[src/rtl/divider_n_bits_buffer.sv]
`default_nettype none
// ============================================================================
// Module  : divider_n_bits_buffer
// Brief   : Buffered restoring divider, 2N/N -> 2N quotient, N remainder.
// Revision: 1.0 - initial release
// ============================================================================
module divider_n_bits_buffer #(
    parameter int N = 8
) (
    input  logic           clk,
    input  logic           rst,
    input  logic [N-1:0]   data_in,
    input  logic           load,
    input  logic [1:0]     sel,
    output logic [2*N-1:0] quotient,
    output logic [N-1:0]   remainder,
    output logic           busy,
    output logic           done,
    output logic           div_by_zero
);

    localparam int CW = $clog2(2*N + 1);

    localparam logic [0:0]    S_IDLE  = 1'b0;
    localparam logic [0:0]    S_RUN   = 1'b1;
    localparam logic [CW-1:0] C_ITERS = CW'(2*N);
    localparam logic [CW-1:0] C_ONE   = CW'(1);

    logic [0:0]     r_state;
    logic [2*N-1:0] r_a;
    logic [N-1:0]   r_b;
    logic [2*N-1:0] r_q;
    logic [N-1:0]   r_r;
    logic [CW-1:0]  r_cnt;
    logic [2*N-1:0] r_quotient;
    logic [N-1:0]   r_remainder;
    logic           r_done;
    logic           r_dbz;

    logic [N:0]     w_s;
    logic           w_ge;
    logic [N-1:0]   w_diff;
    logic [N-1:0]   w_r_next;
    logic [2*N-1:0] w_q_next;

    // Partial remainder always stays below B, so its top bit is never needed;
    // the N-bit difference is exact whenever S >= B.
    always_comb begin
        w_s      = {r_r, r_q[2*N-1]};
        w_ge     = (w_s >= {1'b0, r_b});
        w_diff   = w_s[N-1:0] - r_b;
        w_r_next = w_ge ? w_diff : w_s[N-1:0];
        w_q_next = {r_q[2*N-2:0], w_ge};
    end

    always_ff @(posedge clk or posedge rst) begin
        if (rst) begin
            r_state     <= S_IDLE;
            r_a         <= '0;
            r_b         <= '0;
            r_q         <= '0;
            r_r         <= '0;
            r_cnt       <= '0;
            r_quotient  <= '0;
            r_remainder <= '0;
            r_done      <= 1'b0;
            r_dbz       <= 1'b0;
        end else begin
            case (r_state)
                S_IDLE: begin
                    if (load) begin
                        case (sel)
                            2'b00: begin
                                r_a[N-1:0] <= data_in;
                                r_done     <= 1'b0;
                            end
                            2'b01: begin
                                r_a[2*N-1:N] <= data_in;
                                r_done       <= 1'b0;
                            end
                            2'b10: begin
                                r_b    <= data_in;
                                r_done <= 1'b0;
                            end
                            default: begin
                                if (r_b == '0) begin
                                    r_quotient  <= '1;
                                    r_remainder <= r_a[N-1:0];
                                    r_dbz       <= 1'b1;
                                    r_done      <= 1'b1;
                                end else begin
                                    r_q     <= r_a;
                                    r_r     <= '0;
                                    r_cnt   <= C_ITERS;
                                    r_done  <= 1'b0;
                                    r_dbz   <= 1'b0;
                                    r_state <= S_RUN;
                                end
                            end
                        endcase
                    end
                end
                S_RUN: begin
                    r_q   <= w_q_next;
                    r_r   <= w_r_next;
                    r_cnt <= r_cnt - C_ONE;
                    if (r_cnt == C_ONE) begin
                        r_quotient  <= w_q_next;
                        r_remainder <= w_r_next;
                        r_done      <= 1'b1;
                        r_state     <= S_IDLE;
                    end
                end
                default: r_state <= S_IDLE;
            endcase
        end
    end

    assign quotient    = r_quotient;
    assign remainder   = r_remainder;
    assign busy        = (r_state == S_RUN);
    assign done        = r_done;
    assign div_by_zero = r_dbz;

endmodule
`default_nettype wire

[config.mk]
export PLATFORM = sky130hd
export DESIGN_NAME = divider_n_bits_buffer
export DESIGN_NICKNAME = d
export VERILOG_FILES = /design/src/rtl/divider_n_bits_buffer.sv
export SDC_FILE = /design/constraint.sdc
export NUM_CORES = 1
export LEC_CHECK = 0
export ABC_AREA = 1
export BUFFER_PORTS_ARGS = -buffer_cell sky130_fd_sc_hd__buf_4
export CAP_MARGIN = 5
export CORE_MARGIN = 2
export CORE_UTILIZATION = 45
export DETAILED_ROUTE_END_ITERATION = 7
export SETUP_SLACK_MARGIN = 0.02
export SYNTH_ARGS = -nofsm -noshare
export SYNTH_HDL_FRONTEND = slang
export SYNTH_SLANG_ARGS = --single-unit
[constraint.sdc]
create_clock -name clk -period 2.7 [get_ports clk]
set_input_delay 0.27 -clock clk [delete_from_list [all_inputs] [get_ports clk]]
set_output_delay 0.27 -clock clk [all_outputs]
set_load 0.01 [all_outputs]
==> impl_metrics.tcl, run 1 <==
set metrics [dict create \
    clkTransAtPathRegs_ns 0.09 \
    syn-instance-count 486 \
    power_density_nw_per_um2 1340 \
    insertion_delay_ns 0.35 \
    via_count 3241 \
    layout.cells.most_common_list "nand2_1 (114), dfrtp_1 (80), inv_1 (59)" \
    synth-seq-area-share 0.499 \
    ys_types 32 \
    synth_edf_count 0 \
    fin_tns_setup_ns 0 \
    cts_root_buffer "clkbuf_8" \
    fin_nets 545 \
    fmax_mhz 477 \
    drt_iter0_markers 201 \
    numCtsBuffers 9 \
    die_area_um2 9690 \
    synth_area_um2 4010 \
    rows 34 \
    violations "hold timing" \
    finalClockSkew_ns 0.00895 \
    place_inst 618 \
    cp_max_fo 4 \
    slew_viol_final 0 \
    cts_tree "yes" \
    drc_errors 0 \
    wl_met3_um 313 \
    grt_pass1_vias 3003 \
    ctsHoldBuffers 0 \
    syn-num-nets 510 \
    critPathRequiredTime_ns 2.99 \
    async_flop_share 1.00 \
    tightest_slew_ns 0.655 \
    syn_to_final_growth_pct 13.6 \
    cts.sink_count 80 \
    highest_layer "met4" \
    dr.pass1.iters 4 \
    startpoint_type "flip-flop" \
    cts_resized 0 \
    whs_ns -0.0113 \
    setup_violations 0 \
    p_leak_nw 2.32 \
    ir_drop_mv 0.499 \
    layout_commonest_cell "nand2_1" \
    cts_setup_buffers 0 \
    die_h_um 98.4 \
    ant_nets 0 \
    overflow 0 \
    fin_crit_ns 2.10 \
    ys.flop_type "dfrtp_1" \
    grt_max_degree 54 \
    final_hold_viol_count 8 \
    cts_htree_levels 3 \
    run_status "complete, but fails checks" \
    routed_via_density 5.11 \
    drt-met1-wl_mm 4.67 \
    start_util 0.463 \
    routedWlPerCell_um 14.2 \
    seqCellArea_um2 2000 \
    crit_type "reg -> reg" \
    num_io_pins 40 \
    synth_area_per_cell_um2 8.26 \
    slew_headroom 0.563 \
    grt_pass1_wl_mm 15.2 \
    io_buffers 39 \
    antenna_found_initial 0 \
    clk_path_buf_depth 2 \
    num_antenna_cells 0 \
    hp-class "in -> async" \
    yosysWarningCount 0 \
    timing.final.crit_share 0.776 \
    fin_cells 634 \
    fillers 843 \
    die_x_um 98.4 \
    worst_ep_arrival_time_ns 2.39 \
    wl_met2_mm 3.93 \
    coreArea_um2 8680 \
    grtUsageTotal 0.198 \
    synth.ff_latch_count 80 \
    maxCapViolations 0 \
    place.gp.congestion 0.935 \
    cp-end-kind "flip-flop" \
    post-dp-hpwl_mm 6.64 \
    totalWireLength_mm 9.03 \
    rsz0062_at_grt "no" \
    drive_above_1_share 0.165 \
    multi_input_area_um2 1660 \
    total_power_mw 6.09 \
]
## worst paths after layout
| path | start | to | slack [ns] | cells past startpoint |
|---|---|---|---|---|
| max in group asynchronous | rst | r_b[5] | 2.06 | 3 |
| setup reg to reg | r_q[15] | remainder[4] | 0.60 | 11 |
| setup / recovery | r_q[15] | remainder[4] | 0.60 | 11 |
| hold reg to reg | quotient[6] | quotient[6] | 0.47 | 2 |
| hold / removal | rst | r_cnt[0] | -0.01 | 2 |
| min in group clk | data_in[7] | r_a[7] | 0.24 | 3 |
## cells in the mapped netlist, types with 2 or more instances
cell type  number  area, um^2
buf_6           2        22.5
dfrtp_1        80        2000
nand4_1        12        75.1
buf_2           7        35.0
o22ai_1         2        12.5
nand2_1       114         428
a21oi_1        11        55.1
buf_1           2        7.51
clkbuf_1        5        18.8
o21ai_0        42         210
inv_2           6        22.5
or2_0           8        50.1
xor2_1          3        26.3
ha_1           10         125
nor2_1         35         131
nand3_2         4        40.0
nor2_2          4        25.0
o21ai_1        12        60.1
inv_1          60         225
nand3_1        33         165
a31oi_1         6        37.5
buf_4           3        22.5
or2_2           3        18.8
nand2_2         7        43.8
o211ai_1        8        60.1
## layer usage
layer,vias up,GRT usage
met5,-,0
met4,0,0.0580
met3,8,0.0326
met2,59,0.290
met1,1534,0.305
li1,1640,-
## worst max-delay path, cell delays in order (launching register included)
cell     delay [ns]
dfrtp_1        0.43
inv_1          0.11
ha_1           0.14
inv_1          0.11
fa_1           0.46
nand3_1        0.10
nand3_1        0.08
xor2_1         0.21
nand3_1        0.15
nand3_1        0.15
nand2_1        0.05
inv_1          0.04
## area by class of cell
| type | count | share of cell area |
|---|---|---|
| multi-input cells | 321 | 0.364 |
| well taps | 108 | 0.0296 |
| inverters | 66 | 0.0546 |
| flip-flops and latches | 80 | 0.439 |
| repair buffers | 43 | 0.0735 |
| clock inverters | 7 | 0.0126 |
| clock buffers | 9 | 0.0272 |
## stage by stage
stage	util	instance area [um^2]	setup slack, ns	hold WS, ns
2_1_floorplan	-	4010	0.378	0.443
3_3_place_gp	0.505	4380	0.701	0.380
4_1_cts	0.526	4560	0.636	0.00175
6_report	0.526	4560	0.604	-0.0113
3_5_place_dp	0.505	4380	0.664	0.386
5_1_grt	0.526	4560	0.502	0.0280
## sequential cells by signal (all words and copies together) (netlist names)
name	count
busy	1
div_by_zero	1
done	1
quotient	16
r_a	16
r_b	8
r_cnt	5
r_q	16
r_r	8
remainder	8
## report_power, final
part           switching [mW]  internal [mW]  total (mW)
clock                   0.469          0.343       0.812
combinational            1.90           1.24        3.14
sequential              0.358           1.78        2.14
total                    2.73           3.36        6.09
## logic make-up (layout without fill, tap and decap cells)
| kind of cell | count (synthesis) | in the layout | synth area share |
|---|---|---|---|
| AO/OA/AOI/OAI | 81 | 81 | 0.108 |
| XOR/XNOR | 4 | 4 | 0.00873 |
| adder cells (fa/ha/maj) | 11 | 11 | 0.0362 |
| buffers and inverters | 85 | 125 | 0.0882 |
| flip-flops | 80 | 80 | 0.499 |
| multiplexers | 1 | 1 | 0.00249 |
| AND/OR/NAND/NOR | 224 | 224 | 0.257 |
Note: power is estimated with default switching activity, not from simulation.
==> run 2, diff against run 1 <==
clock period = 2.04 ns   (was 2.7 ns; I/O delays follow)
==> run 2 against run 1 <==
The flow now finishes without violations; global-route usage is essentially flat; utilization rose by 1.7 points; clock skew up 0.0097 ns; cell area increased by 3.2%; routed wire length up 1.3%; critical endpoint is now remainder[5]; largest power group unchanged.
==> impl_metrics.tcl, run 2 (synthesized netlist as in run 1, its figures left out) <==
set metrics [dict create \
    run_status "finished clean" \
    overflow 0 \
    p_leak_nw 2.35 \
    start_util 0.463 \
    timing.final.crit_share 0.913 \
    via_count 3260 \
    rsz0062_at_grt "yes" \
    dr.pass1.iters 6 \
    fin_area_um2 4710 \
    layout.cells.most_common_list "nand2_1 (113), dfrtp_1 (80), inv_1 (58)" \
    place_inst 622 \
    slew_viol_final 0 \
    antenna_found_initial 0 \
    fillers 848 \
    die_h_um 98.4 \
    cts.sink_count 80 \
    ff2ff_path_depth 9 \
    setup_violations 0 \
    fin_nets 551 \
    post_dp_cell_area_um2 4420 \
    startpoint_type "flip-flop" \
    fin_crit_ns 1.86 \
    cts_tree "yes" \
    cp_slowest_cell "dfrtp_1" \
    crit_type "reg -> reg" \
    rows 34 \
    grtUsageTotal 0.198 \
    cts_root_buffer "clkbuf_8" \
    ant_nets 0 \
    power_density_nw_per_um2 1770 \
    tightest_slew_ns 0.592 \
    coreArea_um2 8680 \
    fmax_mhz 537 \
    num_antenna_cells 0 \
    r2r_end "remainder[5]" \
    final_hold_viol_count 0 \
    syn_to_final_growth_pct 17.3 \
    whs_ns 0.164 \
    drt_iter0_markers 226 \
    ir_drop_mv 0.597 \
    fin_cells 640 \
    critPathRequiredTime_ns 2.34 \
    die_area_um2 9690 \
    finalClockSkew_ns 0.0187 \
    routedWlPerCell_um 14.3 \
    fin_tns_setup_ns 0 \
    min_to "r_a[15]" \
    die_x_um 98.4 \
    cp_max_fo 6 \
    cts_setup_buffers 0 \
    clkTransAtPathRegs_ns 0.09 \
    hold_start "data_in[7]" \
    grt_max_degree 56 \
    crit_chain "ha_1, nand2_2, nor2_2, nand3_2, nand4_4, nand3_2, nand3_1, nand2_1, inv_1" \
    routed_via_density 5.09 \
    grt_pass1_wl_mm 15.4 \
    crit_top_cell "nand3_2" \
    clk_path_buf_depth 2 \
    io_buffers 39 \
    numCtsBuffers 9 \
    worst_ep_arrival_time_ns 2.16 \
    post-dp-hpwl_mm 6.59 \
    slew_headroom 0.604 \
    cts_htree_levels 3 \
    place.gp.congestion 0.812 \
    insertion_delay_ns 0.35 \
    hold_path_depth 3 \
    final_core_util 0.543 \
    maxCapViolations 0 \
    timing.rr.start "r_r[5]" \
    critPathMaxStageDelay_ns 0.41 \
    num_io_pins 40 \
    totalWireLength_mm 9.15 \
    grt_pass1_vias 3109 \
    layout_commonest_cell "nand2_1" \
    cp-end-kind "flip-flop" \
    regToRegSetupSlack_ns 0.18 \
    hp-class "in -> reg" \
    drive_above_1_share 0.192 \
    drc_errors 0 \
]
-- run 2: layout make-up --
class	instances	area (um^2)	share of cell area
inverter	66	251	0.0534
sequential	80	2000	0.425
tap	108	135	0.0287
multi-input combinational	322	1750	0.372
clock buffer	11	141	0.0300
clock inverter	5	40.0	0.00850
timing repair buffer	48	388	0.0824
-- run 2: timing repair --
| item | in CTS | in global routing |
|---|---|---|
| gates resized for setup | 0 | 16 |
| endpoints found under the hold margin | 23 | 0 |
| setup endpoints to repair | 0 | 5 |
| hold buffers | 1 | 0 |
-- run 2: power by group --
group	switching [mW]	internal (mW)
combinational	2.62	1.82
sequential	0.487	2.36
clock	0.591	0.482
total	3.70	4.66
-- run 2: metrics by stage --
| step | total power, mW | setup WS (ns) |
|---|---|---|
| floorplan | 5.79 | 0.360 |
| detailed placement | 7.04 | 0.106 |
| CTS | 8.13 | 0.109 |
| global route | 9.14 | 0.0127 |
| finish | 8.36 | 0.178 |
| global placement | 6.98 | 0.0863 |
-- run 2: routing by layer --
layer	GRT usage	vias to the layer above	wire, um
met5	0	-	0
met4	0.0632	0	144
met3	0.0433	11	452
met2	0.275	91	3950
met1	0.307	1511	4600
li1	-	1647	-
-- run 2: worst max-delay path by stage --
stage	start	to	slack (ns)	depth (start not counted)
2_1_floorplan	r_q[15]	remainder[4]	0.36	11
3_3_place_gp	r_q[15]	remainder[4]	0.09	11
3_5_place_dp	r_q[15]	remainder[4]	0.11	11
4_1_cts	r_q[15]	remainder[4]	0.11	11
5_1_grt	r_b[2]	remainder[5]	0.01	11
6_report	r_r[5]	remainder[5]	0.18	9
-- run 2: worst max-delay path: cells and delay by family, from the launching register on --
kind / cells / cell delay [ns]
and+or+nand+nor: 7 / 0.94
DFF: 1 / 0.41
adders and majority gates: 1 / 0.41
buffers and inverters: 1 / 0.05
